### src/rtl/mux_scan_ctrl.sv
// mux_scan_ctrl: select generator and capture stage for an 8:1 mux.
// The block steps the mux select round-robin over the enabled channels. After
// each select change it waits DWELL cycles, then captures the mux output and
// offers it, tagged with its channel number, on a valid/ready port.
module mux_scan_ctrl #(
    parameter int N_CH  = 8,
    parameter int DW    = 3,
    parameter int DWELL = 4,
    localparam int SEL_W = $clog2(N_CH)
) (
    input  logic             clk,
    input  logic             reset,
    input  logic             en,
    input  logic [N_CH-1:0]  mask,
    input  logic [DW-1:0]    y_in,
    output logic [SEL_W-1:0] s,
    output logic [DW-1:0]    out_data,
    output logic [SEL_W-1:0] out_ch,
    output logic             out_valid,
    input  logic             out_ready,
    output logic             busy
);

    localparam int CNT_W = 4;
    localparam logic [CNT_W-1:0] CNT_LOAD = CNT_W'(DWELL - 1);

    typedef enum logic [1:0] {
        ST_IDLE   = 2'd0,
        ST_SETTLE = 2'd1,
        ST_HOLD   = 2'd2
    } state_t;

    state_t             state_q, state_d;
    logic [SEL_W-1:0]   s_q, s_d;
    logic [CNT_W-1:0]   cnt_q, cnt_d;
    logic [DW-1:0]      out_data_q, out_data_d;
    logic [SEL_W-1:0]   out_ch_q, out_ch_d;
    logic               out_valid_q, out_valid_d;
    logic               busy_s;

    // Circular priority scan: first set bit of m at or after 'start', wrapping.
    // If m is empty the start index is returned unchanged (callers gate on |m).
    function automatic logic [SEL_W-1:0] find_chan(input logic [N_CH-1:0]  m,
                                                   input logic [SEL_W-1:0] start);
        logic [SEL_W-1:0] res;
        logic [SEL_W-1:0] idx;
        logic             found;
        res   = start;
        found = 1'b0;
        for (int i = 0; i < N_CH; i++) begin
            idx = SEL_W'((int'(start) + i) % N_CH);
            if (!found && m[idx]) begin
                res   = idx;
                found = 1'b1;
            end else begin
                res   = res;
            end
        end
        return res;
    endfunction

    // State register plus the registered select, dwell counter and output port.
    always_ff @(posedge clk) begin
        if (reset) begin
            state_q     <= ST_IDLE;
            s_q         <= {SEL_W{1'b0}};
            cnt_q       <= {CNT_W{1'b0}};
            out_data_q  <= {DW{1'b0}};
            out_ch_q    <= {SEL_W{1'b0}};
            out_valid_q <= 1'b0;
        end else begin
            state_q     <= state_d;
            s_q         <= s_d;
            cnt_q       <= cnt_d;
            out_data_q  <= out_data_d;
            out_ch_q    <= out_ch_d;
            out_valid_q <= out_valid_d;
        end
    end

    // Next-state logic: channel selection, dwell countdown, capture, handshake.
    always_comb begin
        state_d     = state_q;
        s_d         = s_q;
        cnt_d       = cnt_q;
        out_data_d  = out_data_q;
        out_ch_d    = out_ch_q;
        out_valid_d = out_valid_q;
        case (state_q)
            ST_IDLE: begin
                // Leaving idle re-checks the current channel first (inclusive).
                if (en && (|mask)) begin
                    s_d     = find_chan(mask, s_q);
                    cnt_d   = CNT_LOAD;
                    state_d = ST_SETTLE;
                end else begin
                    state_d = ST_IDLE;
                end
            end
            ST_SETTLE: begin
                // A started dwell always completes; en and mask are not looked at.
                if (cnt_q != {CNT_W{1'b0}}) begin
                    cnt_d = cnt_q - 4'd1;
                end else begin
                    out_data_d  = y_in;
                    out_ch_d    = s_q;
                    out_valid_d = 1'b1;
                    state_d     = ST_HOLD;
                end
            end
            ST_HOLD: begin
                if (out_valid_q && out_ready) begin
                    out_valid_d = 1'b0;
                    if (en && (|mask)) begin
                        // Search strictly after s; a lone enabled channel maps to itself.
                        s_d     = find_chan(mask, SEL_W'((int'(s_q) + 1) % N_CH));
                        cnt_d   = CNT_LOAD;
                        state_d = ST_SETTLE;
                    end else begin
                        state_d = ST_IDLE;
                    end
                end else begin
                    state_d = ST_HOLD;
                end
            end
            default: begin
                state_d     = ST_IDLE;
                out_valid_d = 1'b0;
            end
        endcase
    end

    // Output decode: busy whenever a scan step is in progress.
    always_comb begin
        busy_s = 1'b0;
        if (state_q != ST_IDLE) begin
            busy_s = 1'b1;
        end else begin
            busy_s = 1'b0;
        end
    end

    assign s         = s_q;
    assign out_data  = out_data_q;
    assign out_ch    = out_ch_q;
    assign out_valid = out_valid_q;
    assign busy      = busy_s;

endmodule

### config.mk
export PLATFORM = sky130hd
export DESIGN_NAME = mux_scan_ctrl
export DESIGN_NICKNAME = d
export VERILOG_FILES = /design/src/rtl/mux_scan_ctrl.sv
export SDC_FILE = /design/constraint.sdc
export NUM_CORES = 1
export LEC_CHECK = 0
export BUFFER_PORTS_ARGS = -buffer_cell sky130_fd_sc_hd__buf_2
export CAP_MARGIN = 10
export CORE_MARGIN = 2
export CORE_UTILIZATION = 40
export DETAILED_ROUTE_END_ITERATION = 8
export GPL_TIMING_DRIVEN = 0
export SYNTH_ARGS = -nofsm -noshare
export SYNTH_HDL_FRONTEND = slang
export SYNTH_SLANG_ARGS = --single-unit
### constraint.sdc
create_clock -name clk -period 4.6 [get_ports clk]
set_clock_uncertainty 0.1 [all_clocks]
set_input_delay 0.46 -clock clk [delete_from_list [all_inputs] [get_ports clk]]
set_output_delay 0.46 -clock clk [all_outputs]
set_load 0.05 [all_outputs]
==> implementation parameters, run 1 <==
Parameter                              Value

Setup path
  Critical path startpoint category    flip-flop
  Data arrival at the endpoint of the critical path    4300 ps
  Reg-to-reg setup timing slack    320 ps
  Endpoint of the worst register-to-register path    s[1]
  Worst endpoint required time    4620 ps
  Largest fanout of any net on the critical path    10
  Launching point of the worst reg2reg path    s[0]
  Path depth of the worst reg2reg path    14
  Setup CP Type    flip-flop to flip-flop
  Endpoint kind of the worst setup timing path    flip-flop

Hold path
  Number of stages on the worst hold path    3
  Source of the worst hold timing path    y_in[2]
  Worst hold endpoint    out_data[2]
  Classification of the worst-slack hold path    primary input to flip-flop

Synth
  Dominant combinational cell family by area after synthesis    multiplexers
  Multiplexer share of the synthesized area    30.9%
  Area share of fa/ha/maj cells after synthesis    2.67%
  Fraction of synthesized cell area in xor and xnor cells    5.24%
  Most repeated cell in the gate-level netlist after synthesis    sky130_fd_sc_hd__a21oi_1
  Synth Area in Simple Gates    19.8%
  Syn_area_per_cell    9.03 um^2
  Syn. warnings    0
  Synth Net Count    279
  Synth Cell Area    2340 um^2
  Number of enable-type register cells in the synthesized netlist    0
  Compound-cell area share of the yosys netlist    20.0%
  Async SR Flop Fraction    0%
  Synthesis-stage register bit count    16
  Library cells used by synthesis    62
  Portion of synthesized cell area occupied by the leading cell type    15.4%
  Main area contributors after synthesis    sky130_fd_sc_hd__mux4_2 15%, sky130_fd_sc_hd__dfxtp_1 14%, sky130_fd_sc_hd__mux2i_1 7.3%
  Share of synthesized area occupied by flip-flops and latches    13.7%
  Cell type contributing the most total cell area after synthesis    sky130_fd_sc_hd__mux4_2
  Syn Inst Count    259
  Most frequently used flop master after synthesis    sky130_fd_sc_hd__dfxtp_1
  Commonest cells in the synthesized netlist    21 x sky130_fd_sc_hd__a21oi_1, 20 x sky130_fd_sc_hd__nor2_1, 17 x sky130_fd_sc_hd__mux2i_1, 17 x sky130_fd_sc_hd__nand2_1

Power
  Final Power    1890 uW
  Leakage    0.000999 uW
  Pwr/cell area    724 nW/um^2
  Maximum ir drop on the vdd rail    388 uV

Layout
  Number of diodes    0
  Area grow syn2layout    11.3%
  Total of fill cells in the finished design    558
  Share of final-layout standard cells stronger than drive strength 1    27.2%
  Net count reported at finish    308

Timing
  Relative slew slack    49.7%
  Final Setup Violations    0
  Max-slew violation total from the final report    0
  Setup repair after global routing missed its margin    no
  Number of failing hold endpoints at the final stage    0
  Pin slew with the least headroom to its limit    754 ps
  Part of the cycle the worst path needs    92.9%
  Final min period    4280 ps
  Final sum of negative setup slack    0 ps
  F_max    234 MHz

Clock network
  H-tree depth    1
  Number of hold buffers added after CTS    0
  Post-CTS setup repair buffer count    0
  Clock Tree Root    sky130_fd_sc_hd__clkbuf_8
  CTS clock-pin slew for the worst setup and hold paths    60 ps
  Num Clock Sinks    16
  TritonCTS Buffers    3
  PostCTS Resize Cnt    0
  Clock latency at the later pin of the worst-skew pair    240 ps
  CTS tree    built
  Largest buffer count on any clock path    2

Die
  X dimension of the die    80.5 um
  Count of pins on the block boundary    26
  Die ar.    6480 um^2
  Area of the core    5570 um^2
  DIE HEIGHT    80.5 um
  Starting density of the core    42.0%
  Placement Rows    27

Placed design
  Count of input and output buffers    24
  Final weighted congestion in routability-driven placement    0.960
  Detail Placement HPWL    4.78 mm

Detailed routing
  First-pass detailed-route iteration total    4
  Drt total wl    6.29 mm
  Detailed Route Iter0 Violations    167
  Routed length per placed instance    17.5 um
  Number of vias per cell    6.13
  Via count of the routed design    2,199
  Number of design rule violations left after detail routing    0
  Routed Antenna Nets    0

Global route
  All-Layer GR Usage    20.2%
  Vias in the first global route    2,021
  Total gr overflow    0
  Maximum number of pins on one net before global-route repair    11
  Antenna violations before repair    0
  Wire length of the first global-routing pass    10.2 mm

Outcome
  Result of the run    finished, final reports clean

Run
  Number of max-cap violations    0
==> cell families after synthesis <==
| group | Yosys count |
|---|---|
| and+or+nand+nor | 88 |
| buffers and inverters | 32 |
| muxes | 45 |
| DFF | 16 |
| adders and majority gates | 5 |
| xor gates and xnor gates | 9 |
| AOI/OAI and AO/OA | 64 |
==> final cells by class <==
class | count | area [um^2] | area share, %
Multi-Input combinational cell | 211 | 1840 | 70.6
Sequential cell | 16 | 320 | 12.3
Buffer | 23 | 146 | 5.62
Timing Repair Buffer | 24 | 120 | 4.61
Tap cell | 72 | 90.1 | 3.46
Clock buffer | 4 | 55.1 | 2.11
Inverter | 9 | 33.8 | 1.30
==> metrics by stage <==
| stage | utilization (%) | instances | setup slack [ps] | area [um^2] | hold WS, ps |
|---|---|---|---|---|---|
| floorplan | - | 259 | 600 | 2340 | 367 |
| global placement | 45.7 | 355 | 316 | 2550 | 363 |
| detailed placement | 45.7 | 355 | 320 | 2550 | 374 |
| CTS | 46.7 | 359 | 296 | 2610 | 342 |
| global route | 46.7 | 359 | 41.5 | 2610 | 380 |
| finish | 46.7 | 359 | 324 | 2610 | 345 |
==> state kept, by name, indices dropped and copies added (netlist names) <==
name / count
cnt_q: 4
out_ch: 3
out_data: 3
out_valid: 1
s: 3
state_q: 2
==> placed cells by master (no fill, tap or decap), drive strengths merged, types with 5 or more instances in the layout <==
cell type / instances
a211oi: 5
nand2: 17
nor2: 20
nor3: 7
buf: 34
nor4: 10
a21oi: 21
o21ai: 10
inv: 7
mux4: 19
mux2i: 18
mux2: 8
nand3: 9
a221oi: 5
dfxtp: 16
clkbuf: 17
ha: 5
==> report_power, final <==
| part | switching [uW] | leakage [uW] | internal (uW) |
|---|---|---|---|
| Clock | 45.0 | 0.0000288 | 75.8 |
| Sequential | 34.5 | 0.000131 | 160 |
| Combinational | 899 | 0.000839 | 672 |
| Total | 978 | 0.000999 | 907 |
==> metal layers <==
layer / global-route usage (%) / part of all wire [%] / vias up
met1: 29.1 / 43 / 1058
met5: 0 / 0 / -
met3: 2.70 / 6.6 / 4
met2: 33.2 / 49 / 72
li1: - / - / 1065
met4: 2.37 / 0.60 / 0
==> worst max-delay path by stage <==
stage	from	end	slack, ps	cells after the start
after floorplan	s[0]	s[1]	600	14
after global placement	s[0]	s[1]	320	14
after detailed placement	s[0]	s[1]	320	14
after CTS	s[0]	s[1]	300	14
after global routing	s[0]	s[1]	40	14
final	s[0]	s[1]	320	14
==> critical path: stages, from the launching register on <==
cell and delay [ps]:
sky130_fd_sc_hd__dfxtp_1 490, sky130_fd_sc_hd__buf_6 220, sky130_fd_sc_hd__buf_4 220, sky130_fd_sc_hd__clkinv_1 320
sky130_fd_sc_hd__ha_1 420, sky130_fd_sc_hd__buf_6 170, sky130_fd_sc_hd__mux4_2 540, sky130_fd_sc_hd__buf_4 190
sky130_fd_sc_hd__nor4_1 340, sky130_fd_sc_hd__o41a_2 280, sky130_fd_sc_hd__o2111ai_4 150, sky130_fd_sc_hd__a221oi_1 330
sky130_fd_sc_hd__a21oi_1 80, sky130_fd_sc_hd__a211oi_1 200, sky130_fd_sc_hd__a211oi_1 70
Power figures use the tool's default switching activity.
==> run 2, diff against run 1 <==
BUFFER_PORTS_ARGS = not set   (was -buffer_cell sky130_fd_sc_hd__buf_2)
DONT_BUFFER_PORTS = 1   (was not set)
==> implementation parameters, run 2 (synthesis results as in run 1) <==
Parameter                              Value

Clock network
  H-tree depth    1
  Clock Tree Root    sky130_fd_sc_hd__clkbuf_8
  Number of hold buffers added after CTS    0
  CTS clock-pin slew for the worst setup and hold paths    60 ps
  CTS tree    built
  Clock latency at the later pin of the worst-skew pair    250 ps
  TritonCTS Buffers    3
  Largest buffer count on any clock path    2
  Num Clock Sinks    16

Hold path
  Classification of the worst-slack hold path    primary input to flip-flop
  Number of stages on the worst hold path    2
  Worst hold endpoint    out_data[1]
  Source of the worst hold timing path    y_in[1]

Die
  Count of pins on the block boundary    26
  X dimension of the die    80.5 um
  Placement Rows    27
  DIE HEIGHT    80.5 um
  Area of the core    5570 um^2
  Die ar.    6480 um^2
  Starting density of the core    42.0%

Power
  Combinational share of power    80.1%
  Reported net switching power    977 uW
  Sw Share    52.1%
  Power Internal    897 uW
  Maximum ir drop on the vdd rail    308 uV
  Share of total power in the clock network    6.7%
  Sequential share of power    13.1%
  Leakage    0.000890 uW
  Pwr/cell area    752 nW/um^2

Placed design
  Final weighted congestion in routability-driven placement    0.931
  Detail Placement HPWL    4.74 mm
  Count of input and output buffers    0

Layout
  Register with the most flip-flops    cnt_q
  Most frequent cells in the layout    21 x sky130_fd_sc_hd__a21oi_1, 20 x sky130_fd_sc_hd__nor2_1, 17 x sky130_fd_sc_hd__nand2_1, 17 x sky130_fd_sc_hd__mux2i_1, 16 x sky130_fd_sc_hd__mux4_2
  Most common cell after layout, fill and taps aside    sky130_fd_sc_hd__a21oi_1
  Utilization of the core after routing    44.7%
  Area grow syn2layout    6.58%
  Net count reported at finish    284
  Share of final-layout standard cells stronger than drive strength 1    21.7%
  Number of diodes    0
  Flip-flop count of the largest register after layout    4

Global route
  Maximum number of pins on one net before global-route repair    11
  Vias in the first global route    2,090
  Wire length of the first global-routing pass    10.9 mm
  Antenna violations before repair    0
  Total gr overflow    0
  All-Layer GR Usage    21.5%

Setup path
  Endpoint of the worst register-to-register path    s[1]
  Path depth of the worst reg2reg path    14
  Setup CP Type    flip-flop to flip-flop
  Reg-to-reg setup timing slack    420 ps
  Critical path startpoint category    flip-flop
  Largest fanout of any net on the critical path    10
  CP bufs+invs    5
  Worst stage delay on the critical path    530 ps
  Launching point of the worst reg2reg path    s[0]
  Slowest cell on the critical path    sky130_fd_sc_hd__mux4_2
  Worst setup path startpoint    s[0]
  Worst endpoint required time    4650 ps
  Ordered cell list for the critical path    buf_6 -> buf_4 -> clkinvlp_4 -> ha_1 -> buf_6 -> mux4_2 -> buf_4 -> nor4_1 -> or4_4 -> and2_4 -> a32oi_1 -> a311oi_1 -> a211oi_1 -> a211oi_1
  Critical path's top delay family    buffers and inverters
  Endpoint kind of the worst setup timing path    flip-flop
  Data arrival at the endpoint of the critical path    4230 ps

Detailed routing
  Routed Antenna Nets    0
  Via count of the routed design    2,138
  Number of design rule violations left after detail routing    0
  Number of vias per cell    6.38
  Routed length per placed instance    19.0 um
  Detailed Route Iter0 Violations    152
  First-pass detailed-route iteration total    4
  Drt total wl    6.36 mm

Timing
  Part of the cycle the worst path needs    90.9%
  Relative slew slack    46.4%
  Number of failing hold endpoints at the final stage    0
  Setup repair after global routing missed its margin    no
  Worst Hold Slack    256 ps
  F_max    239 MHz
  Final min period    4180 ps
  Pin slew with the least headroom to its limit    802 ps
  Final Setup Violations    0
  Max-slew violation total from the final report    0
  Final sum of negative setup slack    0 ps

Outcome
  Result of the run    finished, final reports clean

Run
  Number of max-cap violations    0
run 2: cell count changes in the layout (fill, tap and decap cells not counted):
cell and change:
sky130_fd_sc_hd__buf_2 -24, sky130_fd_sc_hd__dfxtp_1 -2, sky130_fd_sc_hd__clkinv_1 -1, sky130_fd_sc_hd__clkinvlp_4 +1, sky130_fd_sc_hd__dfxtp_2 +1, sky130_fd_sc_hd__dfxtp_4 +1
run 2: power by group through the flow:
| stage | Clock, uW | Combinational, uW | Sequential (uW) |
|---|---|---|---|
| final | 126 | 1500 | 246 |
| after global routing | 135 | 1650 | 250 |
| after CTS | 130 | 1490 | 245 |
| after detailed placement | 0 | 1480 | 247 |
| after global placement | 0 | 1470 | 248 |
| after floorplan | 0 | 1220 | 236 |
run 2: worst max-delay path by stage:
stage,endpoint,slack [ps],cells after the start
final,s[1],420,14
after global placement,s[1],-50,13
after CTS,s[1],150,14
after floorplan,s[1],600,14
after detailed placement,s[1],-50,14
after global routing,s[1],70,14
run 2: what timing repair did:
| item | in CTS | in global routing |
|---|---|---|
| buffers inserted | 0 | 0 |
| endpoints found under the hold margin | 0 | 0 |
| setup endpoints to repair | 1 | 1 |
| gates resized for setup | 1 | 3 |
run 2: per-stage QoR:
step	cells	power, uW	cell area (um^2)	setup WS (ps)
6_report	335	1870	2490	417
5_1_grt	335	2030	2490	74.2
3_5_place_dp	331	1730	2430	-53.0
3_3_place_gp	331	1720	2430	-54.5
4_1_cts	335	1860	2490	152
2_1_floorplan	259	1450	2340	600
run 2: final cells by class:
cell class / count / area (um^2)
tap: 72 / 90.1
buffer: 23 / 146
multi-input combinational: 211 / 1840
fill: 565 / 3080
sequential: 16 / 325
clock buffer: 4 / 55.1
inverter: 9 / 37.5
run 2: routing by layer:
metal | wire [um] | global-route usage (%) | vias to the layer above | share of wire [%]
li1 | - | - | 1022 | -
met1 | 2840 | 30.4 | 1039 | 45
met2 | 3070 | 35.0 | 71 | 48
met3 | 398 | 2.13 | 6 | 6.3
met4 | 54 | 5.42 | 0 | 0.85
met5 | 0 | 0 | - | 0
==> run 3, diff against run 2 <==
ABC_AREA = 1   (was not set)
==> implementation parameters, run 3 <==
Parameter                              Value

Outcome
  Result of the run    finished, final reports clean

Timing
  Part of the cycle the worst path needs    78.9%
  Final min period    3630 ps
  Pin slew with the least headroom to its limit    714 ps
  Max-slew violation total from the final report    0
  Final sum of negative setup slack    0 ps
  Relative slew slack    52.4%
  Final Setup Violations    0
  Setup repair after global routing missed its margin    no
  Number of failing hold endpoints at the final stage    0
  F_max    276 MHz

Run
  Number of max-cap violations    0

Clock network
  Largest buffer count on any clock path    2
  PostCTS Resize Cnt    0
  Num Clock Sinks    16
  Clock latency at the later pin of the worst-skew pair    250 ps
  TritonCTS Buffers    3
  CTS tree    built
  CTS clock-pin slew for the worst setup and hold paths    60 ps
  Post-CTS setup repair buffer count    0
  Clock Tree Root    sky130_fd_sc_hd__clkbuf_8
  Number of hold buffers added after CTS    0
  H-tree depth    1

Synth
  Async SR Flop Fraction    0%
  Syn. warnings    0
  Library cells used by synthesis    32
  Syn_area_per_cell    5.71 um^2
  Portion of synthesized cell area occupied by the leading cell type    22.7%
  Synth Cell Area    2000 um^2
  Most frequently used flop master after synthesis    sky130_fd_sc_hd__dfxtp_1
  Most repeated cell in the gate-level netlist after synthesis    sky130_fd_sc_hd__nand2_1
  Cell type contributing the most total cell area after synthesis    sky130_fd_sc_hd__nand2_1
  Synthesis-stage register bit count    16
  Synth Net Count    370
  Number of enable-type register cells in the synthesized netlist    0
  Syn Inst Count    350
  Share of synthesized area occupied by flip-flops and latches    16.0%
  Commonest cells in the synthesized netlist    121 x sky130_fd_sc_hd__nand2_1, 40 x sky130_fd_sc_hd__nand3_1, 34 x sky130_fd_sc_hd__inv_1
  Main area contributors after synthesis    sky130_fd_sc_hd__nand2_1 23%, sky130_fd_sc_hd__dfxtp_1 16%, sky130_fd_sc_hd__nand3_1 10%

Global route
  Maximum number of pins on one net before global-route repair    12
  Wire length of the first global-routing pass    8.69 mm
  Antenna violations before repair    0
  All-Layer GR Usage    20.2%
  Total gr overflow    0
  Vias in the first global route    1,905

Placed design
  Count of input and output buffers    0
  Detail Placement HPWL    4.35 mm
  Final weighted congestion in routability-driven placement    0.974

Setup path
  Endpoint of the worst register-to-register path    s[1]
  Setup CP Type    flip-flop to flip-flop
  Worst endpoint required time    4650 ps
  Endpoint kind of the worst setup timing path    flip-flop
  Reg-to-reg setup timing slack    970 ps
  Path depth of the worst reg2reg path    21
  Data arrival at the endpoint of the critical path    3680 ps
  Critical path startpoint category    flip-flop
  Worst setup path startpoint    s[1]
  Launching point of the worst reg2reg path    s[1]
  Worst setup endpoint    s[1]
  Largest fanout of any net on the critical path    10

Layout
  Area grow syn2layout    6.95%
  Number of diodes    0
  Share of final-layout standard cells stronger than drive strength 1    14.7%
  Most frequent cells in the layout    121 x sky130_fd_sc_hd__nand2_1, 40 x sky130_fd_sc_hd__nand3_1, 34 x sky130_fd_sc_hd__inv_1, 30 x sky130_fd_sc_hd__nor2_1, 16 x sky130_fd_sc_hd__dfxtp_1
  Net count reported at finish    375
  Register with the most flip-flops    cnt_q
  Most common cell after layout, fill and taps aside    sky130_fd_sc_hd__nand2_1
  Flip-flop count of the largest register after layout    4

Detailed routing
  Via count of the routed design    2,150
  Drt total wl    5.24 mm
  Number of vias per cell    5.11
  Routed Antenna Nets    0
  First-pass detailed-route iteration total    4
  Routed length per placed instance    12.4 um
  Number of design rule violations left after detail routing    0
  Detailed Route Iter0 Violations    113

Die
  Area of the core    4790 um^2
  Starting density of the core    41.8%
  X dimension of the die    74.7 um
  Die ar.    5580 um^2
  Placement Rows    25
  DIE HEIGHT    74.7 um
  Count of pins on the block boundary    26

Hold path
  Classification of the worst-slack hold path    primary input to flip-flop
-- run 3: cell count changes after synthesis, moves of 11 or more --
| cell | change |
|---|---|
| sky130_fd_sc_hd__nand2_1 | +104 |
| sky130_fd_sc_hd__nand3_1 | +31 |
| sky130_fd_sc_hd__mux2i_1 | -17 |
| sky130_fd_sc_hd__clkbuf_1 | -11 |
| sky130_fd_sc_hd__inv_1 | +28 |
| sky130_fd_sc_hd__mux4_2 | -16 |
-- run 3: worst min path at each step --
stage | cells past startpoint | startpoint | endpoint | slack (ps)
2_1_floorplan | 1 | cnt_q[0] | cnt_q[0] | 330
3_3_place_gp | 1 | cnt_q[0] | cnt_q[0] | 350
3_5_place_dp | 1 | cnt_q[0] | cnt_q[0] | 360
4_1_cts | 1 | reset | state_q[1] | 160
5_1_grt | 1 | reset | state_q[1] | 160
6_report | 1 | reset | state_q[1] | 170
-- run 3: layout make-up --
| class | count | area [um^2] |
|---|---|---|
| fillers | 543 | 2650 |
| multi-input cells | 283 | 1460 |
| flip-flops and latches | 16 | 320 |
| inverters | 45 | 169 |
| well taps | 67 | 83.8 |
| clock buffers | 4 | 55.1 |
| plain buffers | 6 | 46.3 |
-- run 3: kinds of logic after synthesis --
logic type | after synthesis | synth area share, %
buf+inv | 51 | 10.8
fa+ha+maj | 5 | 3.13
xor+xnor | 2 | 1.25
compound gates | 44 | 13.4
simple gates | 232 | 55.4
flops | 16 | 16.0
-- run 3: worst max-delay path, cell delays in order, from the launching register on --
cell	delay, ps
sky130_fd_sc_hd__dfxtp_1	720
sky130_fd_sc_hd__buf_2	340
sky130_fd_sc_hd__inv_1	180
sky130_fd_sc_hd__ha_1	310
sky130_fd_sc_hd__buf_4	180
sky130_fd_sc_hd__inv_2	70
sky130_fd_sc_hd__buf_4	180
sky130_fd_sc_hd__nand3_1	90
sky130_fd_sc_hd__nand2_1	150
sky130_fd_sc_hd__inv_1	110
sky130_fd_sc_hd__o21ai_4	200
sky130_fd_sc_hd__nand3_1	180
sky130_fd_sc_hd__o21ai_0	180
sky130_fd_sc_hd__inv_1	50
sky130_fd_sc_hd__nand2_1	60
sky130_fd_sc_hd__nand2_1	50
sky130_fd_sc_hd__nand2_1	70
sky130_fd_sc_hd__nand2_1	50
sky130_fd_sc_hd__nand2_1	70
sky130_fd_sc_hd__nand3_1	80
sky130_fd_sc_hd__nand2_1	90
sky130_fd_sc_hd__inv_1	40
-- run 3: metrics by stage --
step | setup slack [ps] | util (%) | instance area (um^2) | std cells | hold WS, ps
after detailed placement | 962 | 43.5 | 2080 | 417 | 362
after CTS | 952 | 44.7 | 2140 | 421 | 161
after global routing | 667 | 44.7 | 2140 | 421 | 157
after global placement | 955 | 43.5 | 2080 | 417 | 352
after floorplan | 1510 | - | 2000 | 350 | 331
final | 971 | 44.7 | 2140 | 421 | 167
-- run 3: metal layers --
layer	track usage, %	wire [um]	vias to the layer above	part of all wire [%]
met4	6.35	69	0	1.3
met3	1.47	247	7	4.7
met5	0	0	-	0
li1	-	-	1143	-
met1	27.5	2460	942	47
met2	33.9	2460	58	47
Power of run 3 is not shown: default switching activity piles up to over one toggle a cycle in this logic, so the estimate is an artifact.
